--- config.mk ---
export PLATFORM = sky130hd
export DESIGN_NAME = dfp_arbiter
export DESIGN_NICKNAME = d
export VERILOG_FILES = /design/src/rtl/dfp_arbiter.sv
export SDC_FILE = /design/constraint.sdc
export NUM_CORES = 1
export LEC_CHECK = 0
export ABC_AREA = 1
export ABC_CLOCK_PERIOD_IN_PS = 1860
export CORE_AREA = 2 2 647 649
export DETAILED_ROUTE_END_ITERATION = 16
export DIE_AREA = 0 0 649 651
export PLACE_DENSITY = 0.32
export SYNTH_ARGS = -nofsm -noshare
export SYNTH_HDL_FRONTEND = slang
export SYNTH_SLANG_ARGS = --single-unit
export TNS_END_PERCENT = 1
--- constraint.sdc ---
create_clock -name clk -period 1.86 [get_ports clk]
set_clock_uncertainty 0.05 [all_clocks]
set_input_delay 0.279 -clock clk [delete_from_list [all_inputs] [get_ports clk]]
set_output_delay 0.279 -clock clk [all_outputs]
set_load 0.02 [all_outputs]
--- src/rtl/dfp_arbiter.sv ---
// dfp_arbiter: round-robin share of one cacheline memory port between I-cache (0) and D-cache (1),
// with one-shot affinity so a dirty writeback's refill is granted next.
module dfp_arbiter #(
    parameter int ADDR_W = 32,
    parameter int LINE_W = 256
) (
    input  logic              clk,
    input  logic              rst,
    input  logic [ADDR_W-1:0] req0_addr,
    input  logic              req0_read,
    input  logic              req0_write,
    input  logic [LINE_W-1:0] req0_wdata,
    output logic [LINE_W-1:0] req0_rdata,
    output logic              req0_resp,
    input  logic [ADDR_W-1:0] req1_addr,
    input  logic              req1_read,
    input  logic              req1_write,
    input  logic [LINE_W-1:0] req1_wdata,
    output logic [LINE_W-1:0] req1_rdata,
    output logic              req1_resp,
    output logic [ADDR_W-1:0] mem_addr,
    output logic              mem_read,
    output logic              mem_write,
    output logic [LINE_W-1:0] mem_wdata,
    input  logic [LINE_W-1:0] mem_rdata,
    input  logic              mem_resp
);
    typedef enum logic [1:0] {IDLE, BUSY0, BUSY1} state_t;
    state_t state, state_n;
    logic last_grant, last_grant_n, aff_valid, aff_valid_n, aff_id, aff_id_n;
    logic op_write, op_write_n, rq0, rq1, grant;
    logic [ADDR_W-1:0] addr_q, addr_n;
    logic [LINE_W-1:0] wdata_q, wdata_n;

    assign rq0 = req0_read | req0_write;
    assign rq1 = req1_read | req1_write;
    // affinity beats round-robin only when the affinity owner is actually asking
    assign grant = (aff_valid && (aff_id ? rq1 : rq0)) ? aff_id : (rq0 && rq1) ? ~last_grant : rq1;
    assign mem_addr = addr_q;
    assign mem_wdata = wdata_q;
    assign req0_rdata = mem_rdata;
    assign req1_rdata = mem_rdata;

    always_ff @(posedge clk) begin
        if (rst) begin
            state <= IDLE;
            last_grant <= 1'b1;
            aff_valid <= 1'b0;
            aff_id <= 1'b0;
            op_write <= 1'b0;
            addr_q <= '0;
            wdata_q <= '0;
        end else begin
            state <= state_n;
            last_grant <= last_grant_n;
            aff_valid <= aff_valid_n;
            aff_id <= aff_id_n;
            op_write <= op_write_n;
            addr_q <= addr_n;
            wdata_q <= wdata_n;
        end
    end

    always_comb begin
        state_n = state;
        last_grant_n = last_grant;
        aff_valid_n = aff_valid;
        aff_id_n = aff_id;
        op_write_n = op_write;
        addr_n = addr_q;
        wdata_n = wdata_q;
        mem_read = 1'b0;
        mem_write = 1'b0;
        req0_resp = 1'b0;
        req1_resp = 1'b0;
        case (state)
            IDLE: begin
                aff_valid_n = 1'b0;
                if (rq0 || rq1) begin
                    state_n = grant ? BUSY1 : BUSY0;
                    last_grant_n = grant;
                    op_write_n = grant ? req1_write : req0_write;
                    addr_n = grant ? req1_addr : req0_addr;
                    wdata_n = grant ? req1_wdata : req0_wdata;
                end
            end
            BUSY0, BUSY1: begin
                mem_read = ~op_write;
                mem_write = op_write;
                req0_resp = mem_resp && state == BUSY0;
                req1_resp = mem_resp && state == BUSY1;
                if (mem_resp) begin
                    state_n = IDLE;
                    aff_valid_n = op_write;
                    aff_id_n = state == BUSY1;
                end
            end
            default: state_n = IDLE;
        endcase
    end
endmodule

### Yosys cells after proc, flatten, opt, wreduce, memory -nomap -nowiden

Cells that the tools add are included.

| storage, ports and cells | value |
|---|---|
| register bits after elaboration | 294 |
| bits in latches | 0 |
| memory bits (writable) | 0 |
| bits in read-only memories | 0 |
| input bits | 839 |
| output and inout bits | 804 |
| logic and storage cells | 43 |
| memories kept | 0 |

| operators by class | value |
|---|---|
| add/subtract/negate cells | 0 |
| $mul | 0 |
| div/mod/pow operators | 0 |
| order comparisons | 0 |
| eq/ne operators | 4 |
| shifts and indexed selects | 0 |
| mux-type cells | 16 |
| bitwise gates (word level) | 4 |
| reductions and logical operators | 12 |

Operators with widths:

| operator | count |
|---|---|
| 256-bit two-way mux | 1 |
| 32-bit two-way mux | 1 |
| 1-bit two-way mux | 9 |
| 2-bit AND reduction | 4 |
| 2-bit two-way mux | 3 |
| 1-bit logical AND | 4 |
| 2-bit != test (second input constant) | 2 |
| 2-bit one-hot mux with 2 select lines | 1 |
| 2-bit by 1-bit equality test with 1-bit output (second input constant) | 1 |
| 2-bit equality test (second input constant) | 1 |
| 2-bit zero test | 1 |
| 1-bit inverter | 2 |
| 1-bit bitwise OR | 2 |
| 1-bit one-hot mux with 2 select lines | 1 |
| 2-bit nonzero test | 1 |
| 2-bit OR reduction | 1 |
| 1-bit logical OR | 1 |

### Depth between registers and ports, before layout

Gate-level depths: netlist of run 1.

| logic depth | value |
|---|---|
| word-level depth | 7 |
| depth in mapped cells | 10 |

### Worst setup path after synthesis of run 1

Ideal clock, no wire load.

| timing | value |
|---|---|
| path type | register to register |
| start | register state[0] |
| end | register wdata_q[250], in the netlist mem_wdata[250] |
| arrival | 1.328 ns |
| required time | 1.701 ns |
| setup slack | 0.373 ns |
| stages on the path, launching flop included | 10 |
| path through | dfxtp_1 inv_1 ha_1 nand2_2 inv_4 buf_4 buf_2 nand3_1 nand2_1 inv_1 |

| on the way | value |
|---|---|
| longest elaborated chain between the ends | 2 |

Ends and longest elaborated chain:

| what | RTL line | source |
|---|---|---|
| start, declared | 29 | `state_t state, state_n;` |
| start signal, assigned | 54 | `state <= state_n;` |
| 2-bit zero test | 76 | `case (state)` |
| 2-bit AND reduction (no source line) | - |  |
| end signal, assigned | 60 | `wdata_q <= wdata_n;` |
| end, declared | 33 | `logic [LINE_W-1:0] wdata_q, wdata_n;` |

No other way between the ends.
A chain may end at the register's enable or synchronous reset.

### Final worst setup path of run 1

| timing | value |
|---|---|
| start | register state[0] |
| end | output port req0_resp |

| on the way | value |
|---|---|
| longest elaborated chain between the ends | 3 |
| elaborated cells between the ends (all ways) | 5 |

Ends and longest elaborated chain:

| what | RTL line | source |
|---|---|---|
| 2-bit by 1-bit equality test with 1-bit output or 2-bit equality test (tied branches) | 76, 90 |  |
| 2-bit OR reduction or 1-bit logical AND (tied branches) | 76, 90 |  |
| 1-bit two-way mux * | 76 |  |
| end, declared | 14 | `output logic req0_resp,` |

Every way passes the cells marked *; elsewhere a longest branch is shown, timed or not.

==> results of run 1 <==
[critical path: stages, from the launching register on]
cell and delay [ns]:
dfxtp_2 0.33, inv_2 0.05, ha_4 0.29, nand2_4 0.06, nor2_4 0.12, buf_12 0.13
[state kept, by name, summed over array words and instances, names as in the netlist]
register	flops
mem_wdata	256
op_write	1
aff_id	1
mem_addr	32
state	2
aff_valid	1
last_grant	1
[layer usage]
| layer | wire, µm | GRT usage (%) | share of wire, % |
|---|---|---|---|
| met1 | 81100 | 10.6 | 29 |
| met2 | 127000 | 21.2 | 46 |
| met3 | 57800 | 12.4 | 21 |
| met4 | 10800 | 3.37 | 3.9 |
| met5 | 1500 | 0.351 | 0.54 |
[logic make-up (layout without fill, tap and decap cells)]
family,count (synthesis),count (layout),synth area share (%)
AOI/OAI and AO/OA,9,9,0.245
and+or+nand+nor,1743,1743,37.6
buffers and inverters,1008,1395,31.7
other,0,42,0
DFF,294,294,30.3
adders and majority gates,3,3,0.193
[where the power goes]
group | internal (mW) | switching (mW) | leakage, nW | total (mW)
Combinational | 6.10 | 10.2 | 11.0 | 16.3
Sequential | 8.01 | 1.09 | 2.45 | 9.10
Clock | 5.97 | 4.44 | 0.818 | 10.4
[worst min path at each step]
stage / start / endpoint / slack, ns
2_1_floorplan: rst / mem_addr[20] / 0.39
3_5_place_dp: last_grant / last_grant / 0.41
6_report: req0_wdata[177] / mem_wdata[177] / 0.14
5_1_grt: req0_wdata[142] / mem_wdata[142] / 0.08
4_1_cts: req0_wdata[122] / mem_wdata[122] / 0.01
3_3_place_gp: last_grant / last_grant / 0.41
[final cells by class]
cell class	instances	area (µm²)
fillers	49000	382000
repair buffers	1000	9970
multi-input cells	1755	7560
well taps	5497	6880
flip-flops and latches	294	5900
clock buffers	68	1440
inverters	304	1160
clock inverters	23	267
diodes	42	105
[stage by stage]
step / instance area, µm² / setup WS (ns) / hold slack [ns] / util [%] / TNS, ns
CTS: 33000 / -0.319 / 0.0116 / 7.95 / -1.46
global placement: 31400 / -1.11 / 0.407 / 7.56 / -275.46
global route: 33200 / -0.277 / 0.0833 / 7.99 / -12.55
finish: 33300 / -0.159 / 0.138 / 8.01 / -0.553
floorplan: 19400 / 0.373 / 0.390 / - / 0
detailed placement: 31400 / -1.07 / 0.411 / 7.56 / -266.95
[repair_timing]
item                                   4_1_cts  5_1_grt
pin swaps                                    2        3
setup buffers                                3        2
endpoints found under the hold margin       16        0
setup endpoints to repair                  553      241
hold buffers                                 4        0
gates resized for setup                    691       36
[Yosys cell counts]
| cell | instances | area, µm² |
|---|---|---|
| inv_1 | 303 | 1140 |
| dfxtp_1 | 294 | 5890 |
| inv_4 | 1 | 6.26 |
| nand4_1 | 12 | 75.1 |
| nand3_1 | 579 | 2900 |
| nand3_2 | 1 | 10.0 |
| a21oi_1 | 5 | 25.0 |
| buf_1 | 2 | 7.51 |
| buf_6 | 40 | 450 |
| or2_2 | 1 | 6.26 |
| nand2_2 | 1 | 6.26 |
| clkbuf_1 | 47 | 176 |
| o21ai_0 | 3 | 15.0 |
| nor2_1 | 560 | 2100 |
| buf_4 | 519 | 3900 |
| buf_2 | 96 | 480 |
| o211ai_1 | 1 | 7.51 |
| nand2_1 | 589 | 2210 |
| ha_1 | 3 | 37.5 |
==> reports/results.ini, run 1 <==
[run_status]
outcome = complete, but fails checks
violations = negative setup slack

[placement]
dp_hpwl_mm = 252
port_buffers = 874
place_congestion = 0.763
place_inst = 8841

[critical_path]
worstPathArrival_ns = 1.69
r2r-end = mem_wdata[178]
critPathCapture = req0_resp
reg2reg_slack_ns = -0.01
worstRegToRegCells = 8
crit_path_end_kind = primary output
crit_type = reg2out
path_max_fanout = 4
worst_ep_required_time_ns = 1.53
crit-reg2reg-launch = state[0]
critPathLaunch = state[0]
critPathLaunchType = register

[route]
routedWlPerCell_um = 31.0
routed_via_density = 2.44
drt_wl_total_mm = 278
drc_errors = 0
drt_iter0_drc = 1354
vias = 21900
postRouteAntennaNets = 0
dr.pass1.iters = 5

[floorplan]
die_h_um = 651
coreArea_mm2 = 0.415
dieArea_mm2 = 0.422
start_util_pct = 4.68
pin_count = 1643
num_rows = 237
die_w_um = 649

[global_route]
grtUsageTotal_pct = 12.7
grt_pass1_wl_mm = 326
grt-ovfl-total = 0
grt_pass1_vias = 20600
antenna_found_initial = 318
grt_max_degree = 97

[sta]
maxSlewViolCount = 0
relSlewSlack_pct = 67.4
rsz0062_at_grt = true
worst_slack_ns = -0.159
hold_violations = 0
tightest_slew_ns = 0.489
finalSetupViolCount = 5
min_period_ns = 2.02
fmax_mhz = 495
min_period_over_period_pct = 109

[synth]
syn_area_per_cell_um2 = 6.36
ys_seq_area_share_pct = 30.3
synth_nets = 3899
ys_seq_elements = 294
synth_cells = 3057
ys.warnings.count = 0
synthDistinctLibCells = 19
synth_area_mm2 = 0.0194

[power]
power.total_mw = 35.8
vdd_drop_max_mv = 0.713
leakagePower_nw = 14.2
p_per_area_mw_per_mm2 = 1080

[final_layout]
finalNetCount = 4248
drive_gt1_share_pct = 11.8
final_cell_mix = clkdlybuf4s50_1, nand2_1, nand3_1
stdcell_count = 8983
area_growth_pct = 71.2
layout.cells.most_common = clkdlybuf4s50_1

[cts]
clockRootBuffer = clkbuf_16
cts_tree = built
h-tree-depth = 2
cts.clk_slew.worst_paths_ns = 0.06
cts_buffers = 51
ctsLongestPathBuffers = 3
clock_latency_ns = 0.71
cts.sink_count = 294

[job]
drv_cap = 0

[min_path]
hold_class = in2reg
hold_path_depth = 5

Power figures use the tool's default switching activity.
==> run 2: changes to the inputs <==
CTS_CLUSTER_DIAMETER = 30   (was default)
==> reports/results.ini, run 2 (same netlist as run 1, synthesis figures left out) <==
[run_status]
outcome = complete, but fails checks  ; unchanged
violations = negative setup slack  ; unchanged

[placement]
place_congestion = 0.763  ; unchanged
dp_hpwl_mm = 252  ; unchanged
place_inst = 8841  ; unchanged
port_buffers = 874  ; unchanged
dpl_cell_area_mm2 = 0.0314  ; unchanged
pre_cts_ws_ns = -1.07  ; unchanged

[cts]
h-tree-depth = 4  ; was 2
cts_tree = built  ; unchanged
cts.sink_count = 294  ; unchanged
cts.clk_slew.worst_paths_ns = 0.04  ; was 0.06 ns
cts_buffers = 139  ; was 51
clock_latency_ns = 0.79  ; was 0.71 ns
clockRootBuffer = clkbuf_16  ; unchanged
ctsLongestPathBuffers = 4  ; was 3

[final_layout]
area_growth_pct = 88.3  ; was 71.2%
stdcell_count = 9197  ; was 8983
drive_gt1_share_pct = 16.7  ; was 11.8%
finalNetCount = 4400  ; was 4248
layout.cells.most_common = clkdlybuf4s50_1  ; unchanged
largest_register_ffs = 256  ; unchanged
final_cell_mix = clkdlybuf4s50_1, nand2_1, nand3_1  ; unchanged
design_area_mm2 = 0.0366  ; was 0.0333 mm²

[power]
clockPowerShare_pct = 45.8  ; was 29.1%
leakagePower_nw = 15.7  ; was 14.2 nW
p_seq_share_pct = 19.3  ; was 25.4%
p_int_mw = 29.7  ; was 20.1 mW
power_switching_mw = 17.7  ; was 15.7 mW
vdd_drop_max_mv = 0.716  ; was 0.713 mV
p_per_area_mw_per_mm2 = 1300  ; was 1080 mW/mm²
combinationalPowerShare_pct = 34.9  ; was 45.5%
power.share.switching_pct = 37.4  ; was 43.9%
power.total_mw = 47.4  ; was 35.8 mW

[min_path]
hp-start = req0_addr[18]  ; was req0_wdata[177]
hold_class = in2reg  ; unchanged
hold_path_depth = 5  ; unchanged
worstHoldEndpoint = mem_addr[18]  ; was mem_wdata[177]

[critical_path]
crit_path_end_kind = primary output  ; unchanged
worstRegToRegCells = 12  ; was 8
path_max_fanout = 4  ; unchanged
crit_type = reg2out  ; unchanged
worstSetupPathDepth = 5  ; unchanged
worst_ep_required_time_ns = 1.53  ; about the same
cp_slowest_cell = dfxtp_2  ; unchanged
path_cells = inv_2 > ha_4 > nand2_4 > nor2_4 > buf_12  ; unchanged
path_delay_family = flip-flops  ; unchanged
r2r-end = mem_wdata[197]  ; was mem_wdata[178]
critPathBufInv = 2  ; unchanged
crit-reg2reg-launch = aff_valid  ; was state[0]
reg2reg_slack_ns = 0.02  ; was -0.01 ns
critPathLaunchType = register  ; unchanged
worstPathArrival_ns = 1.75  ; was 1.69 ns
cpPeakStageDelay_ns = 0.32  ; was 0.33 ns

[global_route]
grt-ovfl-total = 0  ; unchanged
grt_pass1_wl_mm = 328  ; was 326 mm
grt_pass1_vias = 21800  ; was 20600
grt_max_degree = 97  ; unchanged
grtUsageTotal_pct = 12.8  ; was 12.7%
antenna_found_initial = 323  ; was 318

[sta]
maxSlewViolCount = 0  ; unchanged
worst_slack_ns = -0.222  ; was -0.159 ns
hold_violations = 0  ; unchanged
relSlewSlack_pct = 67.9  ; was 67.4%
rsz0062_at_grt = true  ; unchanged
finalSetupViolCount = 4  ; was 5
min_period_over_period_pct = 112  ; was 109%
min_period_ns = 2.08  ; was 2.02 ns
fmax_mhz = 480  ; was 495 MHz
tightest_slew_ns = 0.481  ; was 0.489 ns
holdWs_ns = 0.0990  ; was 0.138 ns

[route]
drt_iter0_drc = 1256  ; was 1354
routed_via_density = 2.49  ; was 2.44
routedWlPerCell_um = 30.4  ; was 31.0 µm
vias = 22900  ; was 21900
postRouteAntennaNets = 0  ; unchanged
drc_errors = 0  ; unchanged
drt_wl_total_mm = 280  ; was 278 mm
dr.pass1.iters = 5  ; unchanged

[floorplan]
dieArea_mm2 = 0.422  ; unchanged
pin_count = 1643  ; unchanged
num_rows = 237  ; unchanged
die_h_um = 651  ; unchanged
die_w_um = 649  ; unchanged
coreArea_mm2 = 0.415  ; unchanged
start_util_pct = 4.68  ; unchanged

[job]
drv_cap = 0  ; unchanged

## run 2: changes by cell type in the layout (fill, tap and decap cells not counted), sizes merged
cell and change:
clkbuf +163, buf +51, dlygate4sd3 +64, bufinv -4, dlygate4sd2 -65, clkdlybuf4s15 +12
clkinv -1, inv +1, clkinvlp -7
## run 2: final cells by class
cell class / instances / area, µm²
antenna: 42 / 105
clock buffer: 229 / 4290
clock inverter: 12 / 116
fill: 48800 / 379000
inverter: 304 / 1160
multi-input combinational: 1755 / 7590
sequential: 294 / 5900
tap: 5497 / 6880
timing repair buffer: 1064 / 10500
## run 2: worst max path at each step
stage / startpoint / end / slack, ns
finish: state[0] / req0_resp / -0.22
global route: state[1] / mem_read / -0.34
CTS: state[0] / req0_resp / -0.38
detailed placement: req0_write / mem_wdata[197] / -1.07
global placement: req0_write / mem_wdata[127] / -1.11
floorplan: state[0] / mem_wdata[250] / 0.37
## run 2: through the flow
step | TNS [ns] | util, %
global route | -5.79 | 8.79
detailed placement | -266.95 | 7.56
CTS | -1.73 | 8.76
floorplan | 0 | -
finish | -0.793 | 8.81
global placement | -275.46 | 7.56
## run 2: worst register-to-register path, cell delays in order, from the launching register on
cell and delay, ns:
dfxtp_2 0.32, inv_1 0.06, nand2_2 0.06, buf_12 0.12, nand3_4 0.05, buf_12 0.15
nand2_8 0.13, buf_12 0.18, buf_4 0.23, nand2_1 0.10, nand3_1 0.12, nand2_1 0.10
inv_1 0.04
## run 2: power groups by stage
stage	clock, mW	sequential, mW	combinational (mW)
finish	21.7	9.17	16.5
global route	22.8	9.35	18.2
CTS	22.5	9.18	17.0
global placement	0	9.26	17.4
floorplan	0	10.9	8.41
detailed placement	0	9.25	17.3
## run 2: metal layers
metal	share of wire, %	vias up	global-route usage [%]
li1	-	10000	-
met1	28	9698	10.3
met2	45	2087	21.1
met3	21	847	13.0
met4	4.1	222	3.55
met5	0.61	-	0.464
## run 2: what timing repair did
| action | CTS | global route |
|---|---|---|
| hold buffers | 68 | 0 |
| endpoints found under the setup margin | 556 | 178 |
| gates resized for setup | 958 | 33 |
| pin swaps | 2 | 4 |
| hold endpoints to repair | 95 | 0 |
| buffers inserted | 4 | 1 |
